### src/rtl/cla_pipe_adder_if.sv
// cla_pipe_adder_if: valid/ready operand and result bundle for cla_pipe_adder.
//   in_valid/in_ready  operand beat handshake (a, b, cin, sub)
//   out_valid/out_ready result beat handshake (sum, cout, ovf)
//   ovf exists only when CLA_OVERFLOW_EN is defined.
// Modports: master = operand producer / result consumer, slave = adder.
interface cla_pipe_adder_if #(
  parameter int WIDTH = 16
);
  logic             in_valid;
  logic             in_ready;
  logic [WIDTH-1:0] a;
  logic [WIDTH-1:0] b;
  logic             cin;
  logic             sub;
  logic             out_valid;
  logic             out_ready;
  logic [WIDTH-1:0] sum;
  logic             cout;
`ifdef CLA_OVERFLOW_EN
  logic             ovf;
`endif

  modport master (
    output in_valid, a, b, cin, sub, out_ready,
`ifdef CLA_OVERFLOW_EN
    input  ovf,
`endif
    input  in_ready, out_valid, sum, cout
  );

  modport slave (
    input  in_valid, a, b, cin, sub, out_ready,
`ifdef CLA_OVERFLOW_EN
    output ovf,
`endif
    output in_ready, out_valid, sum, cout
  );
endinterface

### src/rtl/cla_pipe_adder.sv
// cla_pipe_adder: pipelined carry-lookahead adder/subtractor.
//   Each pipeline stage adds 4*GPS bits using GPS 4-bit lookahead groups
//   (carry ripples group to group inside a stage); the stage carry-out is
//   registered. Latency = STAGES = WIDTH/(4*GPS) cycles, 1 beat/cycle.
// Ports:
//   clk  rising-edge clock
//   rst  synchronous active-high reset
//   bus  cla_pipe_adder_if.slave: in_valid/in_ready, a, b, cin, sub,
//        out_valid/out_ready, sum, cout, ovf (ovf only with CLA_OVERFLOW_EN)
// Optional feature macro: CLA_OVERFLOW_EN (signed overflow output).
module cla_pipe_adder #(
  parameter int WIDTH = 16,
  parameter int GPS   = 1
) (
  input  logic             clk,
  input  logic             rst,
  cla_pipe_adder_if.slave  bus
);
  localparam int unsigned SW     = 4 * GPS;
  localparam int unsigned STAGES = WIDTH / SW;

  // Full lookahead 4-bit group: returns {c4, sum[3:0]}.
  function automatic logic [4:0] cla4(input logic [3:0] x, input logic [3:0] y,
                                      input logic c0);
    logic [3:0] g, p;
    logic c1, c2, c3, c4;
    g  = x & y;
    p  = x ^ y;
    c1 = g[0] | (p[0] & c0);
    c2 = g[1] | (p[1] & g[0]) | (p[1] & p[0] & c0);
    c3 = g[2] | (p[2] & g[1]) | (p[2] & p[1] & g[0]) | (p[2] & p[1] & p[0] & c0);
    c4 = g[3] | (p[3] & g[2]) | (p[3] & p[2] & g[1]) | (p[3] & p[2] & p[1] & g[0])
       | (p[3] & p[2] & p[1] & p[0] & c0);
    return {c4, p ^ {c3, c2, c1, c0}};
  endfunction

  // One stage slice: GPS groups, carry rippling between groups. Returns {cout, sum}.
  function automatic logic [SW:0] stage_add(input logic [SW-1:0] x, input logic [SW-1:0] y,
                                            input logic ci);
    logic [SW:0] r;
    logic [4:0]  g4;
    logic        c;
    r = '0;
    c = ci;
    for (int unsigned i = 0; i < GPS; i++) begin
      g4         = cla4(x[4*i +: 4], y[4*i +: 4], c);
      r[4*i +: 4] = g4[3:0];
      c          = g4[4];
    end
    r[SW] = c;
    return r;
  endfunction

  // Per-stage state. Operands are shifted right each stage so the slice a
  // stage works on is always in the low SW bits; result bits accumulate in
  // place (skew registers) as the beat moves up the pipe.
  logic             v_q [STAGES];
  logic             c_q [STAGES];
  logic [WIDTH-1:0] a_q [STAGES];
  logic [WIDTH-1:0] b_q [STAGES];
  logic [WIDTH-1:0] s_q [STAGES];
  logic             v_d [STAGES];
  logic             c_d [STAGES];
  logic [WIDTH-1:0] a_d [STAGES];
  logic [WIDTH-1:0] b_d [STAGES];
  logic [WIDTH-1:0] s_d [STAGES];
`ifdef CLA_OVERFLOW_EN
  logic             ovf_q, ovf_d;
`endif
  logic             advance;

  assign advance = !v_q[STAGES-1] || bus.out_ready;

  always_comb begin
    logic [WIDTH-1:0] ai, bi;
    logic [SW:0]      r;
    // Stage 0 slices straight from the inputs; subtract is a + ~b + 1.
    ai     = bus.a;
    bi     = bus.sub ? ~bus.b : bus.b;
    r      = stage_add(ai[SW-1:0], bi[SW-1:0], bus.sub | bus.cin);
    v_d[0] = bus.in_valid;
    c_d[0] = r[SW];
    a_d[0] = ai >> SW;
    b_d[0] = bi >> SW;
    s_d[0] = WIDTH'(r[SW-1:0]);
    for (int unsigned k = 1; k < STAGES; k++) begin
      ai     = a_q[k-1];
      bi     = b_q[k-1];
      r      = stage_add(ai[SW-1:0], bi[SW-1:0], c_q[k-1]);
      v_d[k] = v_q[k-1];
      c_d[k] = r[SW];
      a_d[k] = ai >> SW;
      b_d[k] = bi >> SW;
      s_d[k] = s_q[k-1] | (WIDTH'(r[SW-1:0]) << (SW * k));
    end
`ifdef CLA_OVERFLOW_EN
    // ai/bi/r now hold the top stage; carry into the MSB is recovered as
    // a^b^s of the MSB, then XORed with the top carry-out.
    ovf_d = ai[SW-1] ^ bi[SW-1] ^ r[SW-1] ^ r[SW];
`endif
  end

  always_ff @(posedge clk) begin
    if (rst) begin
      for (int unsigned k = 0; k < STAGES; k++) begin
        v_q[k] <= 1'b0;
        c_q[k] <= 1'b0;
        a_q[k] <= '0;
        b_q[k] <= '0;
        s_q[k] <= '0;
      end
`ifdef CLA_OVERFLOW_EN
      ovf_q <= 1'b0;
`endif
    end else if (advance) begin
      for (int unsigned k = 0; k < STAGES; k++) begin
        v_q[k] <= v_d[k];
        c_q[k] <= c_d[k];
        a_q[k] <= a_d[k];
        b_q[k] <= b_d[k];
        s_q[k] <= s_d[k];
      end
`ifdef CLA_OVERFLOW_EN
      ovf_q <= ovf_d;
`endif
    end
  end

  assign bus.in_ready  = advance;
  assign bus.out_valid = v_q[STAGES-1];
  assign bus.sum       = s_q[STAGES-1];
  assign bus.cout      = c_q[STAGES-1];
`ifdef CLA_OVERFLOW_EN
  assign bus.ovf       = ovf_q;
`endif
endmodule

### src/flat_wrapper.sv
// flat-port wrapper written by rule: the top's interface ports become plain ports
module cla_pipe_adder_flat 
#(
  parameter int WIDTH = 16,
  parameter int GPS   = 1
)
  (clk, rst, bus_in_valid, bus_a, bus_b, bus_cin, bus_sub, bus_out_ready, bus_in_ready, bus_out_valid, bus_sum, bus_cout);
  cla_pipe_adder_if #(.WIDTH(WIDTH)) bus_i ();
  input  logic clk;
  input  logic rst;
  input wire logic [$bits(bus_i.in_valid)-1:0] bus_in_valid;
  input wire logic [$bits(bus_i.a)-1:0] bus_a;
  input wire logic [$bits(bus_i.b)-1:0] bus_b;
  input wire logic [$bits(bus_i.cin)-1:0] bus_cin;
  input wire logic [$bits(bus_i.sub)-1:0] bus_sub;
  input wire logic [$bits(bus_i.out_ready)-1:0] bus_out_ready;
  output wire logic [$bits(bus_i.in_ready)-1:0] bus_in_ready;
  output wire logic [$bits(bus_i.out_valid)-1:0] bus_out_valid;
  output wire logic [$bits(bus_i.sum)-1:0] bus_sum;
  output wire logic [$bits(bus_i.cout)-1:0] bus_cout;
  assign bus_i.in_valid = bus_in_valid;
  assign bus_i.a = bus_a;
  assign bus_i.b = bus_b;
  assign bus_i.cin = bus_cin;
  assign bus_i.sub = bus_sub;
  assign bus_i.out_ready = bus_out_ready;
  assign bus_in_ready = bus_i.in_ready;
  assign bus_out_valid = bus_i.out_valid;
  assign bus_sum = bus_i.sum;
  assign bus_cout = bus_i.cout;
  cla_pipe_adder #(.WIDTH(WIDTH), .GPS(GPS)) u_core (.clk(clk), .rst(rst), .bus(bus_i));
endmodule
### config.mk
export PLATFORM = sky130hd
export DESIGN_NAME = cla_pipe_adder_flat
export DESIGN_NICKNAME = d
export VERILOG_FILES = /design/src/rtl/cla_pipe_adder_if.sv /design/src/rtl/cla_pipe_adder.sv /design/src/flat_wrapper.sv
export SDC_FILE = /design/constraint.sdc
export NUM_CORES = 1
export LEC_CHECK = 0
export ABC_CLOCK_PERIOD_IN_PS = 4000
export CORE_ASPECT_RATIO = 1.1
export CORE_MARGIN = 4
export CORE_UTILIZATION = 40
export DETAILED_ROUTE_END_ITERATION = 8
export GPL_TIMING_DRIVEN = 0
export HOLD_SLACK_MARGIN = 0.12
export PLACE_DENSITY = 0.67
export RECOVER_POWER = 100
export SYNTH_ARGS = -nofsm -noshare
export SYNTH_HDL_FRONTEND = slang
export SYNTH_SLANG_ARGS = --single-unit
### constraint.sdc
create_clock -name clk -period 4 [get_ports clk]
set_clock_uncertainty 0.15 [all_clocks]
set_input_delay 0.8 -clock clk [delete_from_list [all_inputs] [get_ports clk]]
set_output_delay 0.8 -clock clk [all_outputs]
set_load 0.1 [all_outputs]
==> impl_metrics.tcl <==
set metrics [dict create \
    cts_tree "done" \
    cts_setup_buffers 0 \
    core-area_mm2 0.0109 \
    clock_latency_ns 0.34 \
    synth_warnings 0 \
    max_freq_mhz 259 \
    path_cells "clkdlybuf4s50_1 > nand2b_4 > buf_12 > buf_6 > dlygate4sd3_1" \
    syn_avg_cell_area_um2 14.6 \
    overflow 0 \
    yosys-top-cells-area "edfxtp_1 (65%), and3_1 (9.5%), ha_1 (5.1%), xnor2_1 (2.6%), buf_6 (2.0%)" \
    grt.total_usage_pct 12.9 \
    synth-edff-count 96 \
    cts_sinks 96 \
    dp_hpwl_um 5350 \
    htree_levels 3 \
    die_area_mm2 0.0128 \
    fin_crit_sh_pct 96.7 \
    synth_area_mm2 0.00443 \
    cp-startpoint "bus_out_ready" \
    relSlewSlack_pct 34.6 \
    synth_top_family_by_area "simple AND/OR/NAND/NOR gates" \
    cts_buffers 9 \
    synth_top_area_share_pct 65.0 \
    synthTopCellsByCount "edfxtp_1 (96), and3_1 (67), nor2_1 (21)" \
    period_needed_ns 3.87 \
    critical_path.top_delay_family "buffers and inverters" \
    synth_flop_cell "edfxtp_1" \
    antenna_left 0 \
    grt_antenna_before_repair 0 \
    cp-end-kind "output port" \
    muxShareOfSynthArea_pct 0.903 \
    dr_total_vias 2504 \
    cap_viol_max_count 0 \
    grt_pass1_vias 2532 \
    wirelength_um 7610 \
    drcViolationCount 0 \
    p_leak_uw 0.00248 \
    root_buffer "clkbuf_16" \
    tns_ns 0 \
    synth_adder_area_share_pct 6.89 \
    max_stage_delay_ns 1.21 \
    portBuffers 55 \
    die_h_um 118 \
    synth-compound-area-share_pct 5.00 \
    p_per_area_mw_per_mm2 430 \
    synth-xor-area-share_pct 3.95 \
    finalNonFillerCells 523 \
    hp-class "reg2reg" \
    place_inst 507 \
    r2r-start "u_core.v_q[0][3]" \
    yosysMostFrequentCell "edfxtp_1" \
    yosysSeqAreaShare_pct 65.0 \
    ys_ff_latch 96 \
    status "finished, final reports clean" \
    synth_nets 364 \
    cts_resized 0 \
    cp_num_buf_inv 4 \
    r2r_setup_slack_ns 1.18 \
    syn_to_final_growth_pct 22.5 \
    final_core_util_pct 50.0 \
    synth_simple_gate_area_share_pct 13.6 \
    setup_viol 0 \
    clockBufferDepth 2 \
    wl_per_cell_um 14.5 \
    path_clk_slew_ns 0.06 \
    grt_pass1_wl_um 12600 \
    drive_above_1_share_pct 7.18 \
    synthCells 304 \
    crit_slowest_cell "dlygate4sd3_1" \
    via_per_inst 4.79 \
    initial_core_util_pct 40.8 \
    slew_violations 0 \
    irDropWorstVdd_mv 0.186 \
    crit_arrival_ns 2.92 \
    die_w_um 108 \
    required_ns 3.05 \
    hold_start "u_core.a_q[0][9]" \
    critPathLaunchType "input port" \
    nFillCells 967 \
    cp_max_fo 10 \
    grt_max_degree 57 \
    antenna_cells 0 \
    yosys.area.top_type "edfxtp_1" \
    dr.pass1.iters 4 \
    rsz0062_at_grt "no" \
    first_iter_violations 153 \
    gp_congestion 0.777 \
    critPathKind "in2out" \
    hold_buffers 0 \
    hold_viol 0 \
    synth_cell_type_count 35 \
    rows 40 \
    async_reset_ff_share_pct 0 \
    finalNetCount 431 \
    num_io_pins 57 \
    worst_pin_slew_ns 0.978 \
]
## logic make-up after synthesis
kind of cell / after synthesis
and+or+nand+nor: 105
DFF: 96
buffers and inverters: 31
AOI/OAI and AO/OA: 26
adders and majority gates: 22
xor gates and xnor gates: 20
muxes: 4
## metrics by stage
| stage | setup slack [ns] | hold WS, ns | power [uW] | instance area (um^2) |
|---|---|---|---|---|
| floorplan | 0.959 | 0.378 | 1440 | 4440 |
| global placement | 0.196 | 0.383 | 1530 | 5170 |
| finish | 0.133 | 0.401 | 2340 | 5430 |
| detailed placement | 0.203 | 0.386 | 1540 | 5200 |
| global route | 0.0747 | 0.417 | 2440 | 5430 |
| CTS | 0.187 | 0.400 | 2370 | 5490 |
## placed cells by master, fill, tap and decap left out, types with 5 or more instances in the layout
cell type        netlist  routed
xor2_1                 7       7
clkbuf_16              0       9
xnor2_1               13      13
o2bb2ai_1              5       5
clkbuf_1               3      14
buf_6                  8       6
dlygate4sd3_1          0      22
edfxtp_1              96      96
ha_1                  18      18
and3_1                67      67
inv_1                 10      11
nor2_1                21      21
clkdlybuf4s50_1        0      33
nand3_1                7       7
## routing by layer
layer | vias to the layer above | GRT usage [%] | part of all wire, %
met5 | - | 0 | 0
met4 | 0 | 5.52 | 2.0
met3 | 10 | 2.68 | 4.4
met2 | 57 | 21.0 | 49
met1 | 1173 | 16.6 | 45
li1 | 1264 | - | -
## worst paths after layout
kind / endpoint / cells past startpoint
setup / recovery: bus_in_ready / 5
hold / removal: u_core.a_q[0][17] / 1
setup reg to reg: u_core.b_q[0][16] / 4
hold reg to reg: u_core.a_q[0][17] / 1
## where the power goes
part	internal, uW	switching [uW]	leakage (uW)	total, uW
sequential	1190	19.7	0.00114	1210
combinational	122	182	0.00121	304
clock	480	346	0.000130	826
## registers in the layout, summed over array words and instances (netlist names)
| signal | cells |
|---|---|
| u_core.b_q | 24 |
| u_core.s_q | 40 |
| u_core.c_q | 4 |
| u_core.v_q | 4 |
| u_core.a_q | 24 |
## cell type report
type	instances	area, um^2	area share, %
repair buffers	56	558	10.3
multi-input cells	177	1340	24.7
flip-flops and latches	96	2880	53.1
well taps	147	184	3.39
clock inverters	6	60.1	1.11
plain buffers	20	136	2.51
inverters	11	41.3	0.760
clock buffers	10	229	4.22
No activity file was read; power rests on OpenSTA's default activity.
==> RTL edit (config.mk and constraints unchanged) <==
`WIDTH` is set to 16 in 3 places; all go to 32.
--- a/src/rtl/cla_pipe_adder_if.sv
+++ b/src/rtl/cla_pipe_adder_if.sv
@@ -5,5 +5,5 @@
 // Modports: master = operand producer / result consumer, slave = adder.
 interface cla_pipe_adder_if #(
-  parameter int WIDTH = 16
+  parameter int WIDTH = 32
 );
   logic             in_valid;
--- a/src/rtl/cla_pipe_adder.sv
+++ b/src/rtl/cla_pipe_adder.sv
@@ -10,5 +10,5 @@
 // Optional feature macro: CLA_OVERFLOW_EN (signed overflow output).
 module cla_pipe_adder #(
-  parameter int WIDTH = 16,
+  parameter int WIDTH = 32,
   parameter int GPS   = 1
 ) (
--- a/src/flat_wrapper.sv
+++ b/src/flat_wrapper.sv
@@ -2,5 +2,5 @@
 module cla_pipe_adder_flat 
 #(
-  parameter int WIDTH = 16,
+  parameter int WIDTH = 32,
   parameter int GPS   = 1
 )
Ports: changed (resized bus_a, bus_b and bus_sum); port bits go from 57 to 105. The function was not compared with the original's and may differ.
==> RTL edit against the original RTL <==
Synthesized area grew to 3.6 times the old value. Hold slack worse by 0.021 ns. Total power grew to 3.6 times the old value. Worst setup slack gained 0.18 ns. Routed wire length rose to 3.5 times the old value. Count of clock-buffer cells in the layout up 36. Final area rose to 3.5 times the old value. Sequential cell count rose by 288. First-iteration DRC count increased to 2.6 times the old value.
==> RTL edit: results (changes against the original RTL) <==
Outcome: complete, no violations
Leak: 8.62 nW (+250%)
Ranking of synthesized cells by area: edfxtp_1, and3_1, ha_1
EDFF count, synth: 384 (+300%)
Placed cell area: 0.0178 mm² (+240%)
Drt initial violations: 401 (+160%)
Crit path arrival time: 2.74 ns (-0.18 ns)
Peak VDD IR: 0.000306 V (+65%)
FF-to-FF path depth: 7 (+3)
Placer Congestion: 0.808 (+4.0%)
RR Startpoint: u_core.v_q[0][7]
Synth Net Count: 1134 (+210%)
Pin count of the biggest net entering global routing: 78 (+37%)
Final net count: 1284 (+200%)
Yosys cell types: 37 (+5.7%)
Clock Tree Buf Depth: 3 (+1)
Post-DR vias/cell: 4.73 (-1.3%)
Most frequent cells after synthesis: edfxtp_1, and3_1, nor2b_1
Max_slew headroom: 0.223 (-0.122)
Vias in the first global route: 8145 (+220%)
H-tree levels: 2 (-1)
R2R setup slack: 1.05 ns (-0.13 ns)
Post-DP HPWL: 18800 µm (+250%)
Register area share after synthesis: 0.723 (+0.0724)
Worst hold slack: 0.380 ns (-0.0209 ns)
Min-Delay Endpoint: u_core.s_q[0][205]
Insertion delay to the later sink of the worst-skew pair: 0.52 ns (+0.18 ns)
TritonCTS buffer count: 39 (+30)
Initial antenna violation count: 0 (unchanged)
IO Port Bufs: 103 (+87%)
DR WL/cell: 15.6 µm (+7.4%)
Drt pass-1 iters: 5 (+1)
Largest regs: u_core.s_q: 144 flops, u_core.a_q: 112 flops, u_core.b_q: 112 flops
## RTL edit: changes by cell type after synthesis, moves of 16 or more
cell / before / now
nor2_1: 21 / 48
clkbuf_2: 3 / 19
buf_6: 8 / 31
nor2b_1: 0 / 62
ha_1: 18 / 34
edfxtp_1: 96 / 384
and3_1: 67 / 257
## RTL edit: metal layers
metal  GRT usage  vias up  wire [µm]
li1            -     4096          -
met1       0.151     3749      10900
met2       0.224      164      13700
met3      0.0219       52       1260
met4      0.0433        0        699
met5           0        -          0
## RTL edit: power breakdown
| part | leakage [nW] | total (mW) | switching, mW | internal (mW) |
|---|---|---|---|---|
| registers | 4.65 | 4.57 | 0.0341 | 4.53 |
| logic | 3.36 | 0.369 | 0.188 | 0.181 |
| clock network | 0.617 | 3.57 | 1.40 | 2.17 |
| total | 8.62 | 8.50 | 1.62 | 6.89 |
## RTL edit: layout make-up
cell class	instances	area, µm²
tap	507	634
timing repair buffer	109	1100
inverter	26	97.6
sequential	384	11500
fill	3343	20400
clock inverter	22	262
multi-input combinational	536	3740
buffer	76	498
clock buffer	46	1000
## RTL edit: per-stage QoR
| stage | instances | utilization | setup slack, ns |
|---|---|---|---|
| final | 1706 | 0.481 | 0.309 |
| after global routing | 1706 | 0.481 | 0.216 |
| after CTS | 1706 | 0.485 | 0.0106 |
| after detailed placement | 1638 | 0.453 | 0.0142 |
| after global placement | 1632 | 0.449 | -1.89 |
| after floorplan | 1022 | - | -0.536 |
## RTL edit: worst max-delay path by stage
| stage | startpoint | end | slack (ns) | depth (start not counted) |
|---|---|---|---|---|
| floorplan | u_core.v_q[0][7] | u_core.a_q[0][0] | -0.54 | 4 |
| global placement | rst | u_core.a_q[0][21] | -1.89 | 4 |
| detailed placement | bus_out_ready | bus_in_ready | 0.01 | 6 |
| CTS | bus_out_ready | bus_in_ready | 0.01 | 6 |
| global route | rst | u_core.v_q[0][5] | 0.22 | 5 |
| finish | bus_out_ready | bus_in_ready | 0.31 | 6 |
## RTL edit: critical path, cell delays in order
cell             delay (ns)
clkdlybuf4s50_1        0.46
nand2b_4               0.11
buf_6                  0.16
buf_12                 0.15
buf_6                  0.17
clkbuf_1               0.88
## RTL edit: cell families after synthesis
family,share of synthesized area
compound gates,0.0247
flops,0.723
fa+ha+maj,0.0367
mux,0.00502
buf+inv,0.0426
simple gates,0.146
xor+xnor,0.0220
## RTL edit: timing repair
action                     in CTS  in global routing
buffers inserted                0                  0
setup endpoints to repair       0                  1
resized for setup               0                  1
